[config.mk]
export PLATFORM = sky130hd
export DESIGN_NAME = alu_ctrl
export DESIGN_NICKNAME = d
export VERILOG_FILES = /design/src/rtl/alu_pkg.sv /design/src/rtl/button_debounce.sv /design/src/rtl/alu_ctrl.sv
export SDC_FILE = /design/constraint.sdc
export NUM_CORES = 1
export LEC_CHECK = 0
export ABC_AREA = 1
export CAP_MARGIN = 0
export CORE_MARGIN = 8
export CORE_UTILIZATION = 40
export DETAILED_ROUTE_END_ITERATION = 6
export GPL_ROUTABILITY_DRIVEN = 0
export HOLD_SLACK_MARGIN = 0.08
export PLACE_DENSITY = 0.64
export SETUP_SLACK_MARGIN = 0.02
export SLEW_MARGIN = 40
export SYNTH_ARGS = -nofsm -noshare
export SYNTH_HDL_FRONTEND = slang
export SYNTH_SLANG_ARGS = --single-unit
[constraint.sdc]
create_clock -name clk -period 2.25 [get_ports clk]
set_input_delay 0.45 -clock clk [delete_from_list [all_inputs] [get_ports clk]]
set_output_delay 0.45 -clock clk [all_outputs]
set_load 0.01 [all_outputs]
[src/rtl/alu_pkg.sv]
// Shared types and display symbol codes for the calculator ALU stage.
package alu_pkg;

  typedef enum logic [1:0] {WAIT_A, WAIT_B, CALC, SHOW} state_t;
  typedef enum logic [1:0] {ADD, SUB, MOD} op_t;

  localparam logic [7:0] SYM_PLUS  = 8'd131;
  localparam logic [7:0] SYM_MINUS = 8'd130;
  localparam logic [7:0] SYM_MOD   = 8'd132;

  function automatic logic [7:0] op_symbol(input op_t op);
    case (op)
      SUB:     op_symbol = SYM_MINUS;
      MOD:     op_symbol = SYM_MOD;
      default: op_symbol = SYM_PLUS;
    endcase
  endfunction

endpackage

[src/rtl/button_debounce.sv]
// Synchronizes a bouncy button and emits one press pulse per stable high period.
module button_debounce #(
  parameter int unsigned DEBOUNCE_CYCLES = 1_000_000
) (
  input  logic clk,
  input  logic rst,
  input  logic btn_in,
  output logic press
);

  localparam int unsigned CW = $clog2(DEBOUNCE_CYCLES + 1);

  logic          r_meta;
  logic          r_sync;
  logic [CW-1:0] r_cnt;
  logic          r_press;

  // Counter saturates at DEBOUNCE_CYCLES so the pulse fires once until the input drops.
  always_ff @(posedge clk or negedge rst) begin
    if (!rst) begin
      r_meta  <= 1'b0;
      r_sync  <= 1'b0;
      r_cnt   <= '0;
      r_press <= 1'b0;
    end else begin
      r_meta  <= btn_in;
      r_sync  <= r_meta;
      r_press <= 1'b0;
      if (!r_sync) begin
        r_cnt <= '0;
      end else if (r_cnt != CW'(DEBOUNCE_CYCLES)) begin
        r_cnt   <= r_cnt + 1'b1;
        r_press <= (r_cnt == CW'(DEBOUNCE_CYCLES - 1));
      end
    end
  end

  assign press = r_press;

endmodule

[src/rtl/alu_ctrl.sv]
// Operand capture and ADD/SUB/MOD sequencing; MOD uses iterative subtraction.
module alu_ctrl
  import alu_pkg::*;
#(
  parameter int unsigned DEBOUNCE_CYCLES = 1_000_000
) (
  input  logic       clk,
  input  logic       rst,
  input  logic [7:0] sw,
  input  logic       btn_enter,
  output logic [7:0] a,
  output logic [7:0] b,
  output logic [7:0] result,
  output logic       sign,
  output logic       overflow,
  output logic [7:0] operand,
  output logic       valid
);

  logic w_press;

  button_debounce #(.DEBOUNCE_CYCLES(DEBOUNCE_CYCLES)) u_debounce (
    .clk    (clk),
    .rst    (rst),
    .btn_in (btn_enter),
    .press  (w_press)
  );

  state_t     r_state, w_state;
  op_t        r_op, w_op;
  logic [7:0] r_a, w_a, r_b, w_b, r_result, w_result, r_rem, w_rem, r_operand, w_operand;
  logic       r_sign, w_sign, r_ovf, w_ovf, r_valid, w_valid;
  logic [7:0] r_sw_meta, r_sw_sync;

  always_ff @(posedge clk or negedge rst) begin
    if (!rst) begin
      r_sw_meta <= '0;
      r_sw_sync <= '0;
      r_state   <= WAIT_A;
      r_op      <= ADD;
      r_a       <= '0;
      r_b       <= '0;
      r_result  <= '0;
      r_rem     <= '0;
      r_sign    <= 1'b0;
      r_ovf     <= 1'b0;
      r_valid   <= 1'b0;
      r_operand <= SYM_PLUS;
    end else begin
      r_sw_meta <= sw;
      r_sw_sync <= r_sw_meta;
      r_state   <= w_state;
      r_op      <= w_op;
      r_a       <= w_a;
      r_b       <= w_b;
      r_result  <= w_result;
      r_rem     <= w_rem;
      r_sign    <= w_sign;
      r_ovf     <= w_ovf;
      r_valid   <= w_valid;
      r_operand <= w_operand;
    end
  end

  always_comb begin
    w_state  = r_state;
    w_op     = r_op;
    w_a      = r_a;
    w_b      = r_b;
    w_result = r_result;
    w_rem    = r_rem;
    w_sign   = r_sign;
    w_ovf    = r_ovf;
    w_valid  = r_valid;
    case (r_state)
      WAIT_A: begin
        w_b      = '0;
        w_result = '0;
        w_sign   = 1'b0;
        w_ovf    = 1'b0;
        w_valid  = 1'b0;
        if (w_press) w_state = WAIT_B;
        else         w_a     = r_sw_sync;
      end
      WAIT_B: begin
        if (w_press) begin
          w_op    = ADD;
          w_rem   = r_a;
          w_state = CALC;
        end else begin
          w_b = r_sw_sync;
        end
      end
      CALC: begin
        w_valid = 1'b0;
        case (r_op)
          ADD: begin
            {w_ovf, w_result} = {1'b0, r_a} + {1'b0, r_b};
            w_sign  = 1'b0;
            w_valid = 1'b1;
            w_state = SHOW;
          end
          SUB: begin
            w_sign   = (r_a < r_b);
            w_result = (r_a < r_b) ? (r_b - r_a) : (r_a - r_b);
            w_ovf    = 1'b0;
            w_valid  = 1'b1;
            w_state  = SHOW;
          end
          MOD: begin
            w_sign = 1'b0;
            if (r_b == '0) begin
              w_result = '0;
              w_ovf    = 1'b1;
              w_valid  = 1'b1;
              w_state  = SHOW;
            end else if (r_rem >= r_b) begin
              w_rem = r_rem - r_b;
            end else begin
              w_result = r_rem;
              w_ovf    = 1'b0;
              w_valid  = 1'b1;
              w_state  = SHOW;
            end
          end
          default: begin
            w_op    = ADD;
            w_state = WAIT_A;
          end
        endcase
      end
      SHOW: begin
        if (w_press) begin
          w_valid = 1'b0;
          w_rem   = r_a;
          w_state = CALC;
          case (r_op)
            ADD: w_op = SUB;
            SUB: w_op = MOD;
            default: begin
              w_op     = ADD;
              w_state  = WAIT_A;
              w_b      = '0;
              w_result = '0;
              w_sign   = 1'b0;
              w_ovf    = 1'b0;
            end
          endcase
        end
      end
      default: w_state = WAIT_A;
    endcase
    w_operand = op_symbol(w_op);
  end

  assign a        = r_a;
  assign b        = r_b;
  assign result   = r_result;
  assign sign     = r_sign;
  assign overflow = r_ovf;
  assign operand  = r_operand;
  assign valid    = r_valid;

endmodule

==> flow_summary.yaml <==
run_status:
  status: "finished clean"
synth:
  synth_compound_area_frac: 0.1084
  syn_area_sq_um: 5265
  synthAdderAreaFrac: 0.1126
  seq_area_frac_synth: 0.3855
  ys.flop_type: "dfrtp_1"
  synth.area.mux_share: 0.002139
  yosys.area_share.simple: 0.2745
  synth_cells: 689
  synth_top_family_by_area: "simple AND/OR/NAND/NOR gates"
  synth_xor_area_frac: 0.01497
  ys_ff_latch: 81
  avgSynthCellArea_sq_um: 7.642
  synth-edff-count: 0
  ys_warn_count: 0
  ys_async_sr_fraction: 1.000
  synth_cell_types: 48
routing:
  drc_errors: 0
  wl_per_cell_microns: 14.01
  ant_nets: 0
  first_pass_iters: 7
  num_vias: 4604
  routed_wl_mm: 12.85
  drt_iter0_drc: 359
  vias_per_cell: 5.021
floorplan:
  std_cell_rows: 42
  initial_core_util: 0.4040
  num_io_pins: 46
  die_h_microns: 130.7
  fp.dieW_microns: 130.7
  coreArea_sq_um: 13030
  die-area_sq_um: 17090
worst_setup_path:
  crit_family: "adder cells"
  endpoint_kind: "flop"
  worstPathArrival_ns: 2.32
  worstPathRequired_ns: 2.48
  crit_fanout: 4
  cp_common_cell: "nand3_1"
  max_stage_delay_ns: 0.42
  critPathLaunchType: "flop"
  slowest_stage: "fa_1"
  critPathKind: "reg2reg"
  crit_buf_inv: 3
  path_cells: "buf_4, inv_1, ha_1, inv_1, fa_1, nand3_1, nand3_1, xor2_1, nand2_1, nand3_1, nand2_1, nand3_1, nand2_1"
global_routing:
  gr-total-overflow: 0
  grt_max_degree: 37
  grt_usage: 0.1605
  grt_pass1_vias: 4501
  grt_pass1_wl_mm: 21.44
  grt_antenna_before_repair: 0
timing:
  hold_violations: 0
  setup_violations: 0
  timing.fmax_mhz: 479.4
  final-max-slew-violation-count: 0
  fin_crit_ns: 2.086
  rsz0062_at_grt: "no"
  period_share: 0.9272
  skew_ns: 0.007178
final_layout:
  final_nets: 793
  fin_util: 0.4791
  num_antenna_cells: 0
  area_growth_pct: 18.58
  drive_gt1_frac: 0.09582
clock_tree:
  clockBufferDepth: 2
  tritoncts: "yes"
  clk_latency_ns: 0.34
  cts_sinks: 81
  htreeDepth: 3
  cts_root_buffer: "clkbuf_16"
  clkTransAtPathRegs_ns: 0.06
  cts_made_buffers: 9
  cts_setup_buffers: 0
power_and_ir_drop:
  fin_total_pwr_w: 0.003118
  power.density_nw_per_um2: 499.5
  peakVddDrop_mv: 0.5950
  leakagePower_nw: 3.063
placed_design:
  port_buffers: 40
  hpwl_mm: 10.06
hold_path:
  hp-class: "reg2reg"
run:
  maxCapViolCount: 0
-- synth_stat cells (2+ instances only) --
cell type	count	share of area
inv_2	4	0.0029
fa_1	4	0.015
nor2_4	2	0.0043
xnor2_1	2	0.0033
ha_1	41	0.097
o21ai_1	2	0.0019
o21a_1	2	0.0029
xor2_1	7	0.012
nand3b_1	2	0.0029
buf_4	8	0.011
dfstp_2	2	0.010
nand2_2	4	0.0048
nand2_1	173	0.12
nor2_2	5	0.0059
o21ai_0	40	0.038
a31oi_1	9	0.011
buf_2	9	0.0086
dfrtp_1	79	0.38
o22ai_1	2	0.0024
nor3b_1	2	0.0029
nor3_1	9	0.0086
nand3_1	54	0.051
nand4_1	15	0.018
clkbuf_1	3	0.0021
a21oi_1	35	0.033
o21ai_2	2	0.0033
nor2_1	45	0.032
nand2_4	2	0.0043
inv_1	103	0.073
conb_1	2	0.0014
nand3_2	3	0.0057
-- sequential cells by signal, indices dropped and copies added, names as in the netlist --
signal             cells
u_debounce.r_cnt      20
operand                3
r_op                   2
r_sw_sync              8
result                 8
sign                   1
overflow               1
r_sw_meta              8
r_rem                  8
a                      8
r_state                2
u_debounce.r_sync      1
u_debounce.r_meta      1
u_debounce.press       1
valid                  1
b                      8
-- path summary, 6_finish.rpt --
kind	start	endpoint	slack [ns]	depth (start not counted)
max	b[0]$_DFFE_PN0P_	result[4]$_DFFE_PN0P_	0.16	13
min	r_sw_meta[5]$_DFF_PN0_	r_sw_sync[5]$_DFF_PN0_	0.35	0
max reg2reg	b[0]$_DFFE_PN0P_	result[4]$_DFFE_PN0P_	0.16	13
min reg2reg	r_sw_meta[5]$_DFF_PN0_	r_sw_sync[5]$_DFF_PN0_	0.35	0
max in group asynchronous	rst	operand[0]$_DFF_PN1_	1.00	3
min in group asynchronous	rst	result[7]$_DFFE_PN0P_	0.61	2
-- report_power, final --
part           internal [W]  total [W]  switching, W
logic             0.0000924   0.000239      0.000147
clock network      0.000778    0.00137      0.000590
registers           0.00148    0.00151     0.0000260
-- routing by layer --
metal | GRT usage | wire length (microns) | share of wire
met1 | 0.2004 | 5823 | 0.45
met4 | 0.06955 | 266 | 0.021
met2 | 0.2561 | 5946 | 0.46
met3 | 0.04343 | 811 | 0.063
met5 | 0 | 0 | 0
-- logic make-up after synthesis --
group | after synthesis
compound gates | 101
fa+ha+maj | 45
flops | 81
buf+inv | 128
xor+xnor | 9
mux | 1
other cells | 2
simple gates | 322
-- per-stage QoR --
stage	setup slack, ns	area, sq um	setup TNS [ns]	hold slack (ns)	std cells
after floorplan	0.2426	5276	0	0.1544	692
after global placement	-0.05164	5884	-0.1465	0.3334	901
after detailed placement	-0.06541	5884	-0.2443	0.3347	901
after CTS	0.05163	6178	0	0.3484	917
after global routing	0.02438	6243	0	0.3504	917
final	0.1639	6243	0	0.3459	917
-- what timing repair did --
action                                  CTS  global route
gates resized for setup                   2            16
hold endpoints to repair                  1             0
hold buffers                              1             0
pin swaps                                 0             2
endpoints found under the setup margin    5            17
-- layout make-up --
class,instances,area [sq um]
inverters,107,406.6
fillers,1276,6789
clock inverters,5,41.29
multi-input cells,483,2775
clock buffers,10,239.0
flip-flops and latches,81,2032
well taps,176,220.2
repair buffers,55,529.3
-- cells in the final DEF, fill, tap and decap left out, types with 3 or more instances in the layout --
master | synthesis | final
a21oi_1 | 35 | 35
a31oi_1 | 9 | 9
buf_4 | 8 | 13
clkbuf_16 | 0 | 9
clkdlybuf4s50_1 | 0 | 39
conb_1 | 2 | 5
dfrtp_1 | 79 | 77
ha_1 | 41 | 36
ha_4 | 0 | 3
inv_1 | 103 | 103
inv_2 | 4 | 3
nand2_1 | 173 | 171
nand2_2 | 4 | 6
nand3_1 | 54 | 53
nand3_2 | 3 | 4
nand4_1 | 15 | 15
nor2_1 | 45 | 45
nor2_2 | 5 | 5
nor3_1 | 9 | 9
o21ai_0 | 40 | 40
xor2_1 | 7 | 7
(Power assumes the default switching activity.)
